[config.mk]
export PLATFORM = sky130hd
export DESIGN_NAME = backlight_mode_ctrl
export DESIGN_NICKNAME = d
export VERILOG_FILES = /design/src/rtl/backlight_mode_ctrl.sv
export SDC_FILE = /design/constraint.sdc
export NUM_CORES = 1
export LEC_CHECK = 0
export CORE_ASPECT_RATIO = 0.7
export CORE_MARGIN = 8
export CORE_UTILIZATION = 63
export CTS_CLUSTER_DIAMETER = 30
export DETAILED_ROUTE_END_ITERATION = 16
export GPL_ROUTABILITY_DRIVEN = 0
export GPL_TIMING_DRIVEN = 0
export PLACE_DENSITY = 0.89
export SYNTH_ARGS = -nofsm -noshare
export SYNTH_HDL_FRONTEND = slang
export SYNTH_SLANG_ARGS = --single-unit
[constraint.sdc]
create_clock -name I_clk -period 4.5 [get_ports I_clk]
set_clock_uncertainty 0.1 [all_clocks]
set_input_delay 0.9 -clock I_clk [delete_from_list [all_inputs] [get_ports I_clk]]
set_output_delay 0.9 -clock I_clk [all_outputs]
set_load 0.01 [all_outputs]
[src/rtl/backlight_mode_ctrl.sv]
`default_nettype none
// ============================================================================
// Module   : backlight_mode_ctrl
// Brief    : Key/DIP mode sequencer with vsync-aligned commit and brightness
//            ramp. Optional macro VSYNC_TIMEOUT_EN adds a vsync-loss commit.
// Revision : 1.0 - initial release
// ============================================================================
module backlight_mode_ctrl #(
    parameter int CLK_FREQ_HZ    = 50000000,
    parameter int LONG_PRESS_MS  = 1000,
    parameter int RAMP_STEP_CYC  = 50000,
    parameter int BRIGHT_MIN     = 16,
    parameter int FIXED_BRIGHT   = 255,
    parameter int VS_TIMEOUT_CYC = 5000000
) (
    input  logic       I_clk,
    input  logic       I_rst_n,
    input  logic       I_vsync,
    input  logic       I_key_rms_n,
    input  logic       I_key_max_n,
    input  logic       I_key_ave_n,
    input  logic       I_key_cor_n,
    input  logic       I_zonal_en,
    input  logic       I_auto_bright,
    input  logic [7:0] I_bright,
    output logic [1:0] O_gray_mode,
    output logic [1:0] O_sub_mode,
    output logic [1:0] O_led_mode,
    output logic [7:0] O_global_bright,
    output logic       O_ramp_busy,
    output logic       O_cfg_update
);

    localparam int c_long_cyc = CLK_FREQ_HZ / 1000 * LONG_PRESS_MS;
    localparam int c_hold_w   = $clog2(c_long_cyc + 1);
    localparam int c_step_w   = $clog2(RAMP_STEP_CYC + 1);

    localparam logic [c_hold_w-1:0] c_long_v    = c_hold_w'(c_long_cyc);
    localparam logic [c_step_w-1:0] c_step_last = c_step_w'(RAMP_STEP_CYC - 1);
    localparam logic [7:0]          c_fixed     = 8'(FIXED_BRIGHT);
    localparam logic [7:0]          c_bmin      = 8'(BRIGHT_MIN);
    localparam logic [1:0]          c_idx_cor   = 2'd3;

    typedef enum logic [1:0] {
        K_IDLE     = 2'd0,
        K_HOLD     = 2'd1,
        K_WAIT_REL = 2'd2
    } key_state_t;

    typedef enum logic [0:0] {
        R_IDLE = 1'b0,
        R_RAMP = 1'b1
    } ramp_state_t;

    // ---------------- vsync synchroniser and rise detect ----------------
    logic r_vs_meta, r_vs_sync, r_vs_prev;
    logic w_vs_rise, w_commit_evt;

    always_ff @(posedge I_clk or negedge I_rst_n) begin
        if (!I_rst_n) begin
            r_vs_meta <= 1'b0;
            r_vs_sync <= 1'b0;
            r_vs_prev <= 1'b0;
        end else begin
            r_vs_meta <= I_vsync;
            r_vs_sync <= r_vs_meta;
            r_vs_prev <= r_vs_sync;
        end
    end

    assign w_vs_rise = r_vs_sync & ~r_vs_prev;

`ifdef VSYNC_TIMEOUT_EN
    localparam int c_to_w = $clog2(VS_TIMEOUT_CYC + 1);
    localparam logic [c_to_w-1:0] c_to_last = c_to_w'(VS_TIMEOUT_CYC);

    logic [c_to_w-1:0] r_to_cnt;
    logic              w_to_strobe;

    assign w_to_strobe = (r_to_cnt == c_to_last);

    always_ff @(posedge I_clk or negedge I_rst_n) begin
        if (!I_rst_n)
            r_to_cnt <= '0;
        else if (w_vs_rise || w_to_strobe)
            r_to_cnt <= '0;
        else
            r_to_cnt <= r_to_cnt + 1'b1;
    end

    assign w_commit_evt = w_vs_rise | w_to_strobe;
`else
    assign w_commit_evt = w_vs_rise;
`endif

    // ---------------- key tracker ----------------
    // Key index doubles as the gray code it stages: 0 RMS, 1 Max, 2 Ave, 3 Cor.
    logic [3:0]          w_key_n, r_key_n_prev, w_key_fall;
    logic [1:0]          w_fall_idx, r_trk;
    logic [c_hold_w-1:0] r_hold_cnt;
    key_state_t          r_k_state, w_k_next;
    logic                w_trk_load, w_trk_pressed, w_stage_gray, w_stage_sub;

    assign w_key_n    = {I_key_cor_n, I_key_ave_n, I_key_max_n, I_key_rms_n};
    assign w_key_fall = r_key_n_prev & ~w_key_n;

    always_comb begin
        w_fall_idx = 2'd3;
        if (w_key_fall[2]) w_fall_idx = 2'd2;
        if (w_key_fall[1]) w_fall_idx = 2'd1;
        if (w_key_fall[0]) w_fall_idx = 2'd0;
    end

    assign w_trk_pressed = ~w_key_n[r_trk];

    always_comb begin
        w_k_next     = r_k_state;
        w_trk_load   = 1'b0;
        w_stage_gray = 1'b0;
        w_stage_sub  = 1'b0;
        case (r_k_state)
            K_IDLE: begin
                if (|w_key_fall) begin
                    w_trk_load = 1'b1;
                    w_k_next   = K_HOLD;
                end
            end
            K_HOLD: begin
                if (r_trk == c_idx_cor && r_hold_cnt == c_long_v) begin
                    w_stage_sub = 1'b1;
                    w_k_next    = K_WAIT_REL;
                end else if (!w_trk_pressed) begin
                    w_stage_gray = 1'b1;
                    w_k_next     = K_IDLE;
                end
            end
            K_WAIT_REL: begin
                if (!w_trk_pressed)
                    w_k_next = K_IDLE;
            end
            default: w_k_next = K_IDLE;
        endcase
    end

    always_ff @(posedge I_clk or negedge I_rst_n) begin
        if (!I_rst_n) begin
            r_k_state    <= K_IDLE;
            r_key_n_prev <= 4'hF;
            r_trk        <= 2'd0;
            r_hold_cnt   <= '0;
        end else begin
            r_k_state    <= w_k_next;
            r_key_n_prev <= w_key_n;
            if (w_trk_load) begin
                r_trk      <= w_fall_idx;
                r_hold_cnt <= '0;
            end else if (r_k_state == K_HOLD && r_hold_cnt != c_long_v) begin
                r_hold_cnt <= r_hold_cnt + 1'b1;
            end
        end
    end

    // ---------------- staging and frame commit ----------------
    logic [1:0] r_pend_gray, r_pend_sub, w_led_new;
    logic       r_pend_flag, w_do_commit;
    logic [7:0] r_target, w_target_new;

    always_comb begin
        w_led_new = 2'b01;
        if (!I_zonal_en)
            w_led_new = 2'b00;
        else if (I_auto_bright)
            w_led_new = 2'b10;
        else if (r_pend_sub[1])
            w_led_new = 2'b11;
    end

    assign w_target_new = (w_led_new == 2'b10) ? ((I_bright < c_bmin) ? c_bmin : I_bright)
                                               : c_fixed;
    assign w_do_commit  = w_commit_evt & (r_pend_flag | (w_led_new != O_led_mode));

    // Stage writes follow the commit so a same-cycle stage survives into the next frame.
    always_ff @(posedge I_clk or negedge I_rst_n) begin
        if (!I_rst_n) begin
            O_gray_mode  <= 2'b01;
            O_sub_mode   <= 2'b11;
            O_led_mode   <= 2'b00;
            O_cfg_update <= 1'b0;
            r_pend_gray  <= 2'b01;
            r_pend_sub   <= 2'b11;
            r_pend_flag  <= 1'b0;
            r_target     <= c_fixed;
        end else begin
            O_cfg_update <= 1'b0;
            if (w_do_commit) begin
                O_gray_mode  <= r_pend_gray;
                O_sub_mode   <= r_pend_sub;
                O_led_mode   <= w_led_new;
                O_cfg_update <= 1'b1;
                r_pend_flag  <= 1'b0;
            end
            if (w_stage_gray) begin
                r_pend_gray <= r_trk;
                r_pend_flag <= 1'b1;
            end
            if (w_stage_sub) begin
                r_pend_sub  <= r_pend_sub + 2'd1;
                r_pend_flag <= 1'b1;
            end
            if (w_commit_evt)
                r_target <= w_target_new;
        end
    end

    // ---------------- brightness ramp ----------------
    ramp_state_t         r_r_state, w_r_next;
    logic [c_step_w-1:0] r_step_cnt;
    logic                w_step_now;

    always_comb begin
        w_r_next   = r_r_state;
        w_step_now = 1'b0;
        case (r_r_state)
            R_IDLE: begin
                if (r_target != O_global_bright)
                    w_r_next = R_RAMP;
            end
            R_RAMP: begin
                if (r_target == O_global_bright)
                    w_r_next = R_IDLE;
                else if (r_step_cnt == c_step_last)
                    w_step_now = 1'b1;
            end
            default: w_r_next = R_IDLE;
        endcase
    end

    always_ff @(posedge I_clk or negedge I_rst_n) begin
        if (!I_rst_n) begin
            r_r_state       <= R_IDLE;
            r_step_cnt      <= '0;
            O_global_bright <= c_fixed;
        end else begin
            r_r_state <= w_r_next;
            if (r_r_state == R_IDLE || w_step_now)
                r_step_cnt <= '0;
            else
                r_step_cnt <= r_step_cnt + 1'b1;
            if (w_step_now) begin
                if (r_target > O_global_bright)
                    O_global_bright <= O_global_bright + 8'd1;
                else
                    O_global_bright <= O_global_bright - 8'd1;
            end
        end
    end

    assign O_ramp_busy = (r_r_state == R_RAMP);

endmodule
`default_nettype wire

Word-level counts from Yosys, hierarchy flattened
Cells that the tools add are included.

storage, ports and cells
  register bits after elaboration = 82
  input bits = 17
  output and inout port bits = 16

cells by class
  add/sub/neg operators = 5
  $lt $le $gt $ge = 3
  equality and inequality tests = 11
  multiplexer cells = 35
  bitwise logic cells = 7
  reductions and logical operators = 7

operators by type and width
  operator               count
  $mux 26                2
  $add 26x1->26 const B  1
  $eq 26x26->1 const B   1
  $ne 26x26->1 const B   1
  $mux 8                 3
  $mux 1                 18
  $add 16x1->16 const B  1
  $eq 16x16->1 const B   1
  $mux 16                1
  $mux 2                 8
  $add 8x1->8 const B    1
  $eq 8x8->1             1
  $gt 8x8->1             1
  $lt 8x5->1 const B     1
  $ne 8x8->1             1
  $sub 8x1->8 const B    1
  $eq 2x2->1 const B     3
  $pmux 2 s3             1
  $and 4x4->4            1
  $not 4->4              1
  $reduce_or 4->1        1
  $lt 2x3->1 const B     1
  $reduce_bool 3->1      1
  $add 2x1->2 const B    1
  12 further kinds       15

Longest topological paths before layout
  depth after elaboration = 9
  depth in mapped cells = 14
  mapped depth without buffers = 14

Least setup slack after synthesis
No wires, ideal clock.

  kind = register -> register
  from = reg O_global_bright[1]
  to = reg O_global_bright[6]
  library setup time = 0.082 ns
  arrival time = 2.969 ns
  path slack = 1.349 ns
  cell stages (with the launch flop) = 15
  buffers on the path = 0
  period minus slack after synthesis = 3.151 ns
  path through = dfstp_2 -> inv_1 -> ha_1 -> nor2b_1 -> o211ai_1 -> a21oi_1 -> a211o_1 -> nand2_1 -> ha_1 -> a21o_1 -> a21oi_1 -> o21bai_1 -> a21oi_1 -> xnor2_1 -> mux2_2

between the ends
  word-level cells in the longest chain between the ends = 3

ends and longest elaborated chain
  item                                                 RTL line  text
  from (decl)                                          29        output logic [7:0] O_global_bright,
  from (signal assigned)                               242       O_global_bright <= c_fixed;
  from (signal assigned)                               251       O_global_bright <= O_global_bright + 8'd1;
  from (signal assigned)                               253       O_global_bright <= O_global_bright - 8'd1;
  branches (longest 3 deep; another with $sub 8x1->8)  -

Parallel ways; which one is timed is not known.
A chain may end at the register's enable or synchronous reset.

Worst setup path after layout
Ends and elaborated chain as after synthesis.

==> flow_metrics.env <==
export IMPL_status="complete, no violations"
export IMPL_cts_max_level=3
export IMPL_critical_path_endpoint_type="flip-flop"
export IMPL_rsz0062_at_grt="no"
export IMPL_track_usage_pct=18.8
export IMPL_synth_edf_count=0
export IMPL_fmax_ghz=0.288
export IMPL_synthMuxAreaShare_pct=2.93
export IMPL_cts_num_sinks=82
export IMPL_power_density_mw_per_mm2=374
export IMPL_synth_xor_area_share_pct=9.83
export IMPL_synthSimpleGateAreaFrac_pct=21.7
export IMPL_rows=25
export IMPL_grt_pass1_vias=3087
export IMPL_cts_resized_gates=0
export IMPL_tritoncts="done"
export IMPL_finalSetupViolations=0
export IMPL_vdd_ir_drop_max_mv=0.210
export IMPL_wire_per_inst_um=15.4
export IMPL_drive_above_1_share_pct=14.7
export IMPL_nNetsFinal=486
export IMPL_synth_distinct_cells=53
export IMPL_maxSlewHeadroom_pct=63.8
export IMPL_cp_arrival_ns=3.66
export IMPL_crit_type="flip-flop to flip-flop"
export IMPL_period_share_pct=77.1
export IMPL_p_leak_nw=2.09
export IMPL_maxCapViolations=0
export IMPL_dp_hpwl_um=6150
export IMPL_slew_violations=0
export IMPL_ys_warn_count=0
export IMPL_avgSynthCellArea_um2=10.3
export IMPL_clkTransAtPathRegs_ns=0.09
export IMPL_clockBufferDepth=2
export IMPL_dieArea_mm2=0.00956
export IMPL_antenna_found_initial=0
export IMPL_die_x_um=113
export IMPL_holdWs_ns=0.265
export IMPL_n_antenna_cell=0
export IMPL_post_route_min_period_ns=3.47
export IMPL_overflow=0
export IMPL_synthAdderAreaFrac_pct=5.56
export IMPL_dr_first_iter_drc_count=198
export IMPL_die_h_um=84.2
export IMPL_start_util_pct=63.5
export IMPL_post_cts_buffers=0
export IMPL_area_growth_syn_to_layout_pct=15.9
export IMPL_wirelength_um=8470
export IMPL_drtPass1Iterations=4
export IMPL_cp_start_kind="flip-flop"
export IMPL_cp_data_required_time_ns=4.69
export IMPL_synthCells=407
export IMPL_stdcell_count=550
export IMPL_place_inst=534
export IMPL_io_pins=33
export IMPL_synth_top_family_by_area="simple AND/OR/NAND/NOR gates"
export IMPL_min_path_type="input port to async pin"
export IMPL_synth_compound_area_share_pct=7.56
export IMPL_syn_area_mm2=0.00419
export IMPL_tightest_slew_ns=0.538
export IMPL_grt_max_degree=69
export IMPL_syn_nets=442
export IMPL_portBuffers=32
export IMPL_insertion_delay_ns=0.37
export IMPL_hold_buffers=0
export IMPL_async_flop_share_pct=100
export IMPL_utilization_pct=73.5
export IMPL_hold_violations=0
export IMPL_crit_fanout=7
export IMPL_vias=3144
export IMPL_cts_buffers_inserted=9
export IMPL_clk_root_buffer_cell="clkbuf_8"
export IMPL_via_per_inst=5.72
export IMPL_synth_seq_area_share_pct=49.8
export IMPL_synth_top_area_share_pct=33.5
export IMPL_drt_antenna_violating_nets=0
export IMPL_ys_ff_latch=82
export IMPL_design_core_area_mm2=0.00660
export IMPL_post_synth_top_area_cell="dfrtp_1"
export IMPL_synthTopCellsByArea="dfrtp_1, dfstp_2, xor2_1"
export IMPL_grt_first_pass_wirelength_um=14500
export IMPL_synth_ff_type="dfrtp_1"
export IMPL_drcViolationCount=0
==> registers in the layout (all words and copies together) (netlist names), 2 cells and up <==
name	count
O_global_bright	8
O_gray_mode	2
O_led_mode	2
O_sub_mode	2
r_hold_cnt	26
r_k_state	2
r_key_n_prev	4
r_pend_gray	2
r_pend_sub	2
r_step_cnt	16
r_target	8
r_trk	2
==> cell type report <==
cell class	instances	area, µm²
Clock inverter	7	77.6
Fill cell	452	1750
Multi-Input combinational cell	300	1990
Tap cell	94	118
Timing Repair Buffer	33	345
Clock buffer	9	124
Inverter	17	63.8
Buffer	8	47.5
Sequential cell	82	2080
==> layout by cell type, fill, tap and decap left out, types with 10 or more instances in the layout <==
cell type,instances
xnor2_1,22
clkdlybuf4s50_1,31
nor2_1,57
ha_1,17
dfstp_2,26
nand4_1,10
o21ai_0,18
xor2_1,25
dfrtp_1,56
inv_1,17
nand3_1,18
nand2_1,33
a21oi_1,14
==> stage by stage <==
stage | area [µm²] | power [mW] | TNS (ns) | setup WS [ns]
detailed placement | 4650 | 1.28 | 0 | 1.05
global placement | 4630 | 1.25 | -14.51 | -0.263
floorplan | 4190 | 1.14 | 0 | 1.35
finish | 4850 | 1.82 | 0 | 1.03
CTS | 4850 | 1.83 | 0 | 1.04
global route | 4850 | 1.91 | 0 | 0.852
==> path summary, 6_finish.rpt <==
path                               startpoint            endpoint  slack (ns)  cells after the start
min reg2reg                         r_vs_sync           r_vs_prev        0.31                      0
max in group asynchronous             I_rst_n  O_global_bright[5]        3.41                      2
min in group I_clk                  r_vs_sync           r_vs_prev        0.31                      0
max                        O_global_bright[1]  O_global_bright[6]        1.03                     14
max reg2reg                O_global_bright[1]  O_global_bright[6]        1.03                     14
min                                   I_rst_n      r_pend_gray[1]        0.26                      1
==> per-layer routing <==
metal  wire [µm]  share of wire (%)  track usage, %  up-vias
li1            -                  -               -     1500
met5           0                  0               0        -
met3         508                6.0            4.87       21
met1        3870                 46            24.9     1541
met4         163                1.9            7.35        0
met2        3930                 46            28.8       82
==> cell usage after synthesis, types with 2 or more instances <==
master	number
inv_1	17
nor4bb_1	2
and4_1	4
dfstp_2	26
and3_1	9
nor4_1	4
nor2b_1	6
o21a_1	2
a21o_1	3
nand3_1	18
nand3b_1	3
or4_1	2
mux2_2	8
o21ai_0	18
o211ai_1	2
nor4b_1	3
nand2_1	33
nand2b_1	6
ha_1	17
dfrtp_1	56
a21oi_1	14
a211oi_1	3
nand4_1	10
nor2_1	57
o22a_1	5
xnor2_1	22
nor3_1	5
xor2_1	25
clkbuf_1	3
==> kinds of logic (layout without fill, tap and decap cells) <==
kind of cell | count (synthesis) | count (layout)
AO/OA/AOI/OAI | 52 | 52
multiplexers | 10 | 10
XOR/XNOR | 47 | 47
flip-flops | 82 | 82
buffers and inverters | 25 | 74
adder cells (fa/ha/maj) | 18 | 18
AND/OR/NAND/NOR | 173 | 173
==> power breakdown <==
group | internal (mW) | switching (mW) | total [mW]
combinational | 0.166 | 0.184 | 0.350
sequential | 0.837 | 0.0835 | 0.921
clock | 0.260 | 0.285 | 0.545
total | 1.26 | 0.553 | 1.82
==> worst max-delay path, cell delays in order, from the launching register on <==
cell      delay, ns
dfstp_2        0.58
inv_1          0.06
ha_1           0.30
nor2b_1        0.14
o211ai_1       0.17
a21oi_1        0.11
a211o_1        0.31
nand2_1        0.25
ha_1           0.33
a21o_1         0.20
a21oi_1        0.23
o21bai_1       0.10
a21oi_1        0.19
xnor2_1        0.07
mux2_2         0.26
Note: power is estimated with default switching activity, not from simulation.
